<file path="src/rtl/as_mod6.sv">
// as_mod6: ripple mod-6 up-counter built from three T flip-flops with a combinational clear at 110.
module as_mod6_tff (
  input  logic t,
  input  logic clk,
  input  logic clr,
  output logic q,
  output logic qbar
);
  always_ff @(posedge clk or negedge clr)
    if (!clr) q <= 1'b0;
    else if (t) q <= ~q;
  assign qbar = ~q;
endmodule

module as_mod6 (
  input  logic [2:0] t,
  input  logic       clk,
  input  logic       rst,
  output logic [2:0] q,
  output logic [2:0] qbar
);
  logic       clr;
  logic [2:0] sclk;
  assign clr = rst & ~(q[2] & q[1]);
  // Ripple clocks are held high while clear is asserted, so a clear-induced fall never counts as an edge.
  assign sclk = {qbar[1] | ~clr, qbar[0] | ~clr, clk};
  for (genvar i = 0; i < 3; i++) begin : g_stage
    as_mod6_tff u_tff (
      .t   (t[i]),
      .clk (sclk[i]),
      .clr (clr),
      .q   (q[i]),
      .qbar(qbar[i])
    );
  end
endmodule

</file>
<file path="config.mk">
export PLATFORM = sky130hd
export DESIGN_NAME = as_mod6
export DESIGN_NICKNAME = d
export VERILOG_FILES = /design/src/rtl/as_mod6.sv
export SDC_FILE = /design/constraint.sdc
export NUM_CORES = 1
export LEC_CHECK = 0
export CORE_AREA = 4 4 41 43
export CTS_CLUSTER_DIAMETER = 30
export DETAILED_ROUTE_END_ITERATION = 16
export DIE_AREA = 0 0 45 47
export DONT_BUFFER_PORTS = 1
export MAX_ROUTING_LAYER = met4
export PLACE_DENSITY_LB_ADDON = 0.08
export REMOVE_ABC_BUFFERS = 1
export SLEW_MARGIN = 25
export SYNTH_ARGS = -nofsm -noshare
export SYNTH_HDL_FRONTEND = slang
export SYNTH_SLANG_ARGS = --single-unit
</file>
<file path="constraint.sdc">
create_clock -name clk -period 0.8 [get_ports clk]
set_clock_uncertainty 0.1 [all_clocks]
set_input_delay 0.12 -clock clk [delete_from_list [all_inputs] [get_ports clk]]
set_output_delay 0.12 -clock clk [all_outputs]
set_load 0.02 [all_outputs]
</file>
After elaboration in Yosys (flattened, before gate mapping). Cells that the tools add are included.

Flip-flop bits (word level): 3. Memories: 0. Memory bits (read-only): 0. Bits in latches: 0. Output and inout bits: 6. Logic and storage cells: 12. Bits in writable memories: 0.

Order comparisons: 0. $add $sub $neg: 0. Multipliers: 0. Shift operators: 0. Equal/unequal tests: 0. Div/mod/pow operators: 0. Reduce and logical (&&, ||, !) cells: 0. Bitwise logic cells: 9. Mux-type cells: 0.

Operators by type and width (count): inverter 1 bit (5); AND 1 bit (2); bitwise OR 1 bit (2).

Depth between registers and ports, before layout.
Depth in word-level cells: 5. Mapped depth: 2.

Cells and area by module. Synthesis repeated with hierarchy kept, for this count alone.

Cells, all modules: 13. Area total of the unflattened synthesis: 137.6 um2.

Modules (own cells, without submodules): as_mod6_tff (area an instance 37.5 um2, cells each 3, instances 3); as_mod6 (area an instance 25.0 um2, cells each 4, instances 1).

==> flow_metrics.tcl <==
set metrics [dict create \
    yosysUniqueCellTypes 7 \
    final_area_um2 159 \
    status "finished with violations" \
    post-dp-hpwl_um 240 \
    portBuffers 0 \
    initial_core_util_pct 13.7 \
    insertion_delay_ns 0 \
    met1_length_um 109 \
    drt_iter0_drc 2 \
    tightestPinTransition_ns 0.349 \
    synth-edff-count 0 \
    violations "hold timing" \
    overflow 0 \
    top_layer "met3" \
    path_cells "buf_4" \
    setup.worst_path.end_class "primary output" \
    power_density_nw_per_um2 2000 \
    min_path_type "in -> async" \
    wl_met2_um 140 \
    slowest_delay_ns 0.39 \
    largest_reg_flops 3 \
    reg_top3 "g_stage.u_tff.q: 3 flops" \
    hold_viol 1 \
    dpl_cell_area_um2 159 \
    synth_seq_cells 3 \
    wl_per_cell_um 9.00 \
    synth.most_common_cell "buf_4" \
    vias 78 \
    final.setup.tns_ns 0 \
    nets 20 \
    drt-pass1-iter-count 2 \
    peakVddDrop_v 0.000660 \
    routabilityCongestion 0.509 \
    top_register "g_stage.u_tff.q" \
    area_growth_syn_to_layout_pct -10.6 \
    crit_fanout 4 \
    period_share_pct 98.6 \
    critPathTopFamily "flip-flops" \
    antenna_found_initial 0 \
    yosys_warnings 2 \
    final-setup-viol-count 0 \
    drive_above_1_share_pct 15.4 \
    met3_length_um 3 \
    final_cell_count_no_fill 28 \
    via_per_inst 2.79 \
    period_needed_ns 0.789 \
    postCtsSetupRepairBufs 0 \
    yosysTopAreaCellShare_pct 42.3 \
    worst_setup_path_start_kind "register" \
    cts_resized 0 \
    preCtsSetupSlack_ns 0.0126 \
    synth_top_cells_by_count "buf_4, dfrtp_1, inv_1, xor2_1" \
    maxCapViolCount 0 \
    required_ns 0.58 \
    crit_type "reg -> out" \
    synth_cells 18 \
    path_buf_inv 1 \
    worst_slack_ns 0.0108 \
    antennaDiodeCount 0 \
    drc 0 \
    postRouteAntennaNets 0 \
    ys_seq_area_share_pct 42.3 \
    worstPathArrival_ns 0.57 \
    slew_headroom_pct 76.7 \
    grt_pass1_vias 85 \
    synth-async-reset-ratio_pct 100 \
    cellLeakagePower_nw 0.0754 \
    core-area_um2 1300 \
    ys.flop_type "dfrtp_1" \
    fmax_ghz 1.27 \
    unclocked_regs 2 \
    syn-cell-area_um2 178 \
    fp-row-count 13 \
    avgSynthCellArea_um2 9.87 \
    rsz0062_at_grt "yes" \
    whs_ns -0.106 \
    grt_usage_pct 2.45 \
    untimed_endpoints 6 \
    grt_first_pass_wirelength_um 393 \
    slew_violations 0 \
    synth_top_cell_by_area "dfrtp_1" \
    cp_slowest_cell "dfrtp_1" \
    synthTopCellsByArea "dfrtp_1, buf_4, xor2_1" \
    dp.cells 28 \
    die_h_um 47 \
    grt_start_max_net_pins 6 \
    die_area_um2 2120 \
    io_pins 11 \
    cts.clk_slew.worst_paths_ns 0 \
    wl_um 252 \
    dieWidth_um 45 \
]
[path summary, 6_finish.rpt]
| check | from | end | slack [ns] | cells past startpoint |
|---|---|---|---|---|
| setup / recovery | g_stage[0].u_tff.q | q[0] | 0.01 | 1 |
| hold / removal | rst | g_stage[0].u_tff.q | -0.11 | 1 |
| setup reg to reg | g_stage[0].u_tff.q | g_stage[0].u_tff.q | 0.03 | 1 |
| hold reg to reg | g_stage[0].u_tff.q | g_stage[0].u_tff.q | 0.41 | 1 |
| max in group asynchronous | rst | g_stage[0].u_tff.q | 0.52 | 1 |
| min in group clk | t[0] | g_stage[0].u_tff.q | 0.11 | 1 |
[area by class of cell]
cell class,count,area (um^2)
well taps,15,18.8
inverters,3,11.3
repair buffers,1,7.51
flip-flops and latches,3,75.1
multi-input cells,6,46.3
fillers,162,1140
[logic make-up (layout without fill, tap and decap cells)]
group	count (synthesis)	after routing	synth area share, %
xor gates and xnor gates	3	3	14.8
buffers and inverters	9	4	31.7
AOI/OAI and AO/OA	1	1	6.34
DFF	3	3	42.3
and+or+nand+nor	2	2	4.92
[report_power, final]
| group | internal (W) | total [W] | switching, W |
|---|---|---|---|
| combinational | 0.0000556 | 0.000167 | 0.000112 |
| clock | 0 | 0 | 0 |
| sequential | 0.0000977 | 0.000151 | 0.0000536 |
| total | 0.000153 | 0.000319 | 0.000165 |
[per-layer routing]
layer	global-route usage, %	vias up
met3	0	0
li1	-	37
met4	0	0
met1	2.74	36
met2	5.08	5
met5	-	-
[through the flow]
| stage | util, % | total power (W) |
|---|---|---|
| 4_1_cts | 12.2 | 0.000323 |
| 3_5_place_dp | 12.2 | 0.000322 |
| 5_1_grt | 12.2 | 0.000342 |
| 2_1_floorplan | - | 0.000264 |
| 3_3_place_gp | 12.2 | 0.000324 |
| 6_report | 12.2 | 0.000319 |
[cell usage in the layout, fill, tap and decap left out]
cell and n:
xor2_1 3, inv_1 3, nand2_1 1, dfrtp_1 3, buf_4 1, a21boi_2 1
nand3_1 1
Power figures use the tool's default switching activity.
